==> config.mk <==
export PLATFORM = sky130hd
export DESIGN_NAME = agc_stim_sequencer
export DESIGN_NICKNAME = d
export VERILOG_FILES = /design/src/rtl/agc_sim_pkg.sv /design/src/rtl/agc_seq_mem.sv /design/src/rtl/agc_stim_sequencer.sv
export SDC_FILE = /design/constraint.sdc
export NUM_CORES = 1
export LEC_CHECK = 0
export CORE_MARGIN = 2
export CORE_UTILIZATION = 57
export DETAILED_ROUTE_END_ITERATION = 6
export GPL_TIMING_DRIVEN = 0
export PLACE_DENSITY = 0.74
export SYNTH_ARGS = -nofsm -noshare
export SYNTH_HDL_FRONTEND = slang
export SYNTH_HIERARCHICAL = 1
export SYNTH_SLANG_ARGS = --single-unit
==> constraint.sdc <==
create_clock -name SIM_CLK -period 32.7 [get_ports SIM_CLK]
set_input_delay 6.54 -clock SIM_CLK [delete_from_list [all_inputs] [get_ports SIM_CLK]]
set_output_delay 6.54 -clock SIM_CLK [all_outputs]
set_load 0.01 [all_outputs]
==> src/rtl/agc_sim_pkg.sv <==
// Shared types and helpers for the AGC stimulus sequencer.
package agc_sim_pkg;

    // Sequencer FSM states
    typedef enum logic [1:0] {
        StIdle = 2'd0,
        StRun  = 2'd1,
        StDone = 2'd2
    } seq_state_e;

    // A script entry is stored packed as {last, level, wait}
    localparam int unsigned LastFieldW = 1;

    function automatic int unsigned entry_width(input int unsigned n_ch,
                                                input int unsigned wait_w);
        return n_ch + wait_w + LastFieldW;
    endfunction

endpackage

==> src/rtl/agc_seq_mem.sv <==
// Script storage: one synchronous write port, one asynchronous read port.
// Reset restores every entry to a one-cycle, all-zero, terminal step.
module agc_seq_mem
    import agc_sim_pkg::*;
#(
    parameter int unsigned N_CH   = 16,
    parameter int unsigned DEPTH  = 16,
    parameter int unsigned WAIT_W = 24,
    localparam int unsigned AW    = $clog2(DEPTH)
) (
    input  logic              clk_i,
    input  logic              rst_i,
    input  logic              wr_en_i,
    input  logic [AW-1:0]     wr_addr_i,
    input  logic [WAIT_W-1:0] wr_wait_i,
    input  logic [N_CH-1:0]   wr_level_i,
    input  logic              wr_last_i,
    input  logic [AW-1:0]     rd_addr_i,
    output logic [WAIT_W-1:0] rd_wait_o,
    output logic [N_CH-1:0]   rd_level_o,
    output logic              rd_last_o
);

    localparam int unsigned EntryW = entry_width(N_CH, WAIT_W);
    localparam logic [EntryW-1:0] ResetEntry = {1'b1, {(N_CH + WAIT_W){1'b0}}};

    logic [EntryW-1:0] mem_q [DEPTH];

    // Entry storage with reset-clear and a single write port
    always_ff @(posedge clk_i or posedge rst_i) begin
        if (rst_i) begin
            for (int unsigned i = 0; i < DEPTH; i++) begin
                mem_q[i] <= ResetEntry;
            end
        end else if (wr_en_i) begin
            mem_q[wr_addr_i] <= {wr_last_i, wr_level_i, wr_wait_i};
        end
    end

    // Asynchronous read returns pre-write contents during a same-edge write
    assign {rd_last_o, rd_level_o, rd_wait_o} = mem_q[rd_addr_i];

endmodule

==> src/rtl/agc_stim_sequencer.sv <==
// Scripted stimulus sequencer: plays a table of {level, hold} entries onto
// ch_out, optionally looping, with start/abort control.
module agc_stim_sequencer
    import agc_sim_pkg::*;
#(
    parameter int unsigned N_CH   = 16,
    parameter int unsigned DEPTH  = 16,
    parameter int unsigned WAIT_W = 24,
    localparam int unsigned AW    = $clog2(DEPTH)
) (
    input  logic              SIM_CLK,
    input  logic              SIM_RST,
    input  logic              wr_en,
    input  logic [AW-1:0]     wr_addr,
    input  logic [WAIT_W-1:0] wr_wait,
    input  logic [N_CH-1:0]   wr_level,
    input  logic              wr_last,
    input  logic              start,
    input  logic              abort,
    input  logic              loop,
    output logic [N_CH-1:0]   ch_out,
    output logic              busy,
    output logic              done,
    output logic [AW-1:0]     step_idx
);

    seq_state_e        state_q, state_d;
    logic [WAIT_W-1:0] cnt_q, cnt_d;
    logic [AW-1:0]     idx_q, idx_d;
    logic [N_CH-1:0]   ch_q, ch_d;
    logic              last_q, last_d;   // last flag of the entry being applied

    logic [AW-1:0]     rd_addr;
    logic [WAIT_W-1:0] rd_wait;
    logic [N_CH-1:0]   rd_level;
    logic              rd_last;
    logic              terminal;

    agc_seq_mem #(
        .N_CH   (N_CH),
        .DEPTH  (DEPTH),
        .WAIT_W (WAIT_W)
    ) u_mem (
        .clk_i      (SIM_CLK),
        .rst_i      (SIM_RST),
        .wr_en_i    (wr_en),
        .wr_addr_i  (wr_addr),
        .wr_wait_i  (wr_wait),
        .wr_level_i (wr_level),
        .wr_last_i  (wr_last),
        .rd_addr_i  (rd_addr),
        .rd_wait_o  (rd_wait),
        .rd_level_o (rd_level),
        .rd_last_o  (rd_last)
    );

    assign terminal = last_q | (idx_q == AW'(DEPTH - 1));

    // Next entry to load: the successor mid-script, otherwise entry 0
    always_comb begin
        rd_addr = '0;
        if (state_q == StRun && cnt_q == '0 && !terminal) begin
            rd_addr = idx_q + AW'(1);
        end
    end

    // Next-state, counter and output-level logic
    always_comb begin
        state_d = state_q;
        cnt_d   = cnt_q;
        idx_d   = idx_q;
        ch_d    = ch_q;
        last_d  = last_q;
        if (abort) begin
            state_d = StIdle;
            cnt_d   = '0;
            idx_d   = '0;
            ch_d    = '0;
        end else begin
            unique case (state_q)
                StIdle, StDone: begin
                    if (start) begin
                        state_d = StRun;
                        cnt_d   = rd_wait;
                        idx_d   = rd_addr;
                        ch_d    = rd_level;
                        last_d  = rd_last;
                    end
                end
                StRun: begin
                    if (cnt_q != '0) begin
                        cnt_d = cnt_q - WAIT_W'(1);
                    end else if (!terminal || loop) begin
                        cnt_d  = rd_wait;
                        idx_d  = rd_addr;
                        ch_d   = rd_level;
                        last_d = rd_last;
                    end else begin
                        state_d = StDone;
                    end
                end
                default: state_d = StIdle;
            endcase
        end
    end

    // State, counter and output registers
    always_ff @(posedge SIM_CLK or posedge SIM_RST) begin
        if (SIM_RST) begin
            state_q <= StIdle;
            cnt_q   <= '0;
            idx_q   <= '0;
            ch_q    <= '0;
            last_q  <= 1'b1;
        end else begin
            state_q <= state_d;
            cnt_q   <= cnt_d;
            idx_q   <= idx_d;
            ch_q    <= ch_d;
            last_q  <= last_d;
        end
    end

    assign ch_out   = ch_q;
    assign step_idx = idx_q;
    assign busy     = (state_q == StRun);
    assign done     = (state_q == StDone);

endmodule
==> results.json <==
{
  "yosysUniqueCellTypes": 62,
  "reg2reg_to": "cnt_q[19]",
  "timing.hold.ws_ns": 0.479,
  "crit_slowest_cell": "clkdlybuf4s50_1",
  "cts_made_buffers": 73,
  "cts_root_buf": "clkbuf_16",
  "routedWlPerCell_um": 27.3,
  "postCtsSetupBuffers": 0,
  "power.density_cell_area_nw_per_um2": 68.3,
  "period_needed_ns": 8.78,
  "dieHeight_um": 242,
  "cp-start-kind": "primary input",
  "worstPathArrival_ns": 9.27,
  "insertion_delay_ns": 0.61,
  "drv_slew": 0,
  "fill_cells": 3983,
  "reg2reg_depth": 16,
  "synth_top_family_by_area": "multiplexers",
  "ys_ff_latch": 703,
  "fin_crit_sh_pct": 26.9,
  "num_vias": 19700,
  "hold_buffers": 0,
  "grt_first_pass_wirelength_um": 130000,
  "h-tree-depth": 3,
  "synth_fa_ha_area_share_pct": 0.116,
  "rr_startpoint": "cnt_q[0]",
  "synthCells": 2113,
  "fin_util_pct": 65.0,
  "worst_ep_required_time_ns": 33.18,
  "yosys-mux-area-fraction_pct": 35.6,
  "setup_slack_ns": 23.92,
  "ir_drop_uv": 41.0,
  "ys_seq_area_share_pct": 54.5,
  "ys_dominant_reg_cell": "dfrtp_1",
  "yosys-top-cells-area": "dfrtp_1 53%, mux2_2 21%, mux4_2 11%",
  "finalPower_mw": 2.50,
  "ff2ff_setup_slack_ns": 26.83,
  "rsz0062_at_grt": "no",
  "report.final.hold_viol_count": 0,
  "path_delay_family": "buffers and inverters",
  "die_x_um": 242,
  "start_util_pct": 57.5,
  "hold_path_end": "u_mem/mem_q[237]",
  "crit_fanout": 10,
  "syn_area_per_cell_um2": 15.3,
  "synth_xor_area_share_pct": 0,
  "hp-class": "reg -> reg",
  "core-area_um2": 56300,
  "drc": 0,
  "fmax_mhz": 114,
  "worst_slew_pin_slew_ns": 1.12,
  "globalRouteOverflowTotal": 0,
  "path_class": "in -> reg",
  "ios": 73,
  "maxCapViolCount": 0,
  "pre_cts_ws_ns": 23.46,
  "status": "completed",
  "yosysTopAreaCell": "dfrtp_1",
  "final_nets": 2317,
  "post-dp-hpwl_um": 54000,
  "yosys_warnings": 6,
  "cts_resized": 0,
  "routed_via_density": 6.41,
  "setup_viol": 0,
  "groute.usage.overall_pct": 29.4,
  "cts_buffer_depth": 3,
  "antenna_found_initial": 8,
  "area_growth_pct": 13.2,
  "routed_wl_um": 84100,
  "ant_nets": 0,
  "first_iter_violations": 1918,
  "cts_tree": "done",
  "routabilityCongestion": 0.890,
  "synthSimpleGateAreaFrac_pct": 3.21,
  "num_rows": 87,
  "die_area_um2": 58600,
  "yosysMostFrequentCell": "dfrtp_1",
  "crit_path_end_kind": "flip-flop",
  "yosys-top-cells-count": "686 x dfrtp_1, 602 x mux2_2, 164 x mux4_2, 92 x a22oi_1, 89 x clkbuf_1",
  "slowest_delay_ns": 0.66,
  "worstHoldPathCells": 1,
  "finalSetupTns_ns": 0,
  "syn_area_um2": 32300,
  "grt_pass1_vias": 21000,
  "syn-num-nets": 2167,
  "synth_top_cell_area_share_pct": 53.1,
  "clkTransAtPathRegs_ns": 0.06,
  "grt_max_degree": 133,
  "path_buf_inv": 3,
  "drt-pass1-iter-count": 6,
  "layout-drive-gt1-share_pct": 45.3,
  "skew_ns": 0.0137,
  "worstPathCellList": "clkdlybuf4s50_1, or3b_1, clkbuf_1, a21oi_1, nor3_2, buf_4, mux2_1",
  "synth-edff-count": 0,
  "portBuffers": 69,
  "hp-start": "u_mem/mem_q[237]",
  "clkSinkCount": 703,
  "leakagePower_nw": 15.6,
  "slew_headroom_pct": 25.0,
  "synth-compound-area-share_pct": 3.77,
  "ys_async_sr_fraction_pct": 100
}
## power by group
| group | total, mW | internal [mW] | switching, mW |
|---|---|---|---|
| logic | 0.470 | 0.276 | 0.194 |
| clock network | 0.847 | 0.505 | 0.342 |
| registers | 1.18 | 1.07 | 0.107 |
## metal layers
metal,track usage (%),wire length [µm],vias to the layer above
met5,0,96,-
met4,10.7,2840,14
met3,7.31,6680,166
met1,39.9,34200,10600
li1,-,-,8245
met2,46.5,40200,701
## worst register-to-register path, delay by kind of cell, from the launching register on
| kind | cells | cell delay (ns) |
|---|---|---|
| AOI/OAI and AO/OA | 2 | 0.74 |
| and+or+nand+nor | 6 | 1.79 |
| muxes | 2 | 0.64 |
| DFF | 1 | 0.35 |
| adders and majority gates | 1 | 0.16 |
| buffers and inverters | 5 | 2.06 |
## cell type report
type	instances	area (µm²)	area share, %
Clock buffer	112	2250	6.14
Sequential cell	703	17600	48.1
Antenna cell	1	2.50	0.00684
Timing Repair Buffer	75	848	2.32
Clock inverter	20	209	0.571
Multi-Input combinational cell	1210	13800	37.8
Tap cell	756	946	2.58
Buffer	188	857	2.34
Inverter	12	52.6	0.144
## worst max-delay path by stage
| stage | start | endpoint | slack (ns) | cells past startpoint |
|---|---|---|---|---|
| floorplan | SIM_RST | u_mem/mem_q[0] | 7.80 | 1 |
| global placement | SIM_RST | u_mem/mem_q[225] | 1.74 | 2 |
| detailed placement | abort | ch_out[1] | 23.46 | 7 |
| CTS | state_q[0] | busy | 23.99 | 4 |
| global route | abort | ch_out[3] | 23.88 | 7 |
| finish | abort | ch_out[3] | 23.92 | 7 |
## state kept, by name, summed over array words and instances, names as in the netlist
signal,cells
ch_out,16
cnt_q,24
last_q,1
state_q,2
step_idx,4
u_mem/mem_q,656
## metrics by stage
stage,instances,cell area [µm²]
2_1_floorplan,2113,32300
6_report,3077,36600
3_3_place_gp,2938,34000
3_5_place_dp,2944,34100
5_1_grt,3077,36600
4_1_cts,3076,36600
## placed cells by master, fill, tap and decap left out, types with 4 or more instances in the layout
cell type / instances
clkbuf_1: 105
nor3b_1: 4
nand2b_1: 6
mux2_4: 41
bufinv_16: 4
nor4_1: 13
mux2_1: 30
o21ai_1: 9
o2bb2ai_1: 4
buf_16: 5
nor2b_1: 23
o211ai_1: 8
o21ai_0: 14
nor3_1: 17
nand3_1: 13
nand2_1: 63
mux4_2: 164
dfrtp_1: 686
clkbuf_8: 19
inv_1: 9
buf_1: 14
a21oi_1: 7
clkdlybuf4s50_1: 69
clkbuf_16: 77
o211ai_2: 4
a22oi_1: 92
a2bb2oi_1: 4
or3_1: 8
buf_2: 76
clkinv_2: 12
mux2i_1: 10
nor2_1: 24
buf_6: 6
dfstp_2: 17
mux2_2: 602
## logic make-up after synthesis
family          after synthesis
simple gates                196
mux                         847
fa+ha+maj                     3
flops                       703
compound gates              164
buf+inv                     200
Power figures use the tool's default switching activity.
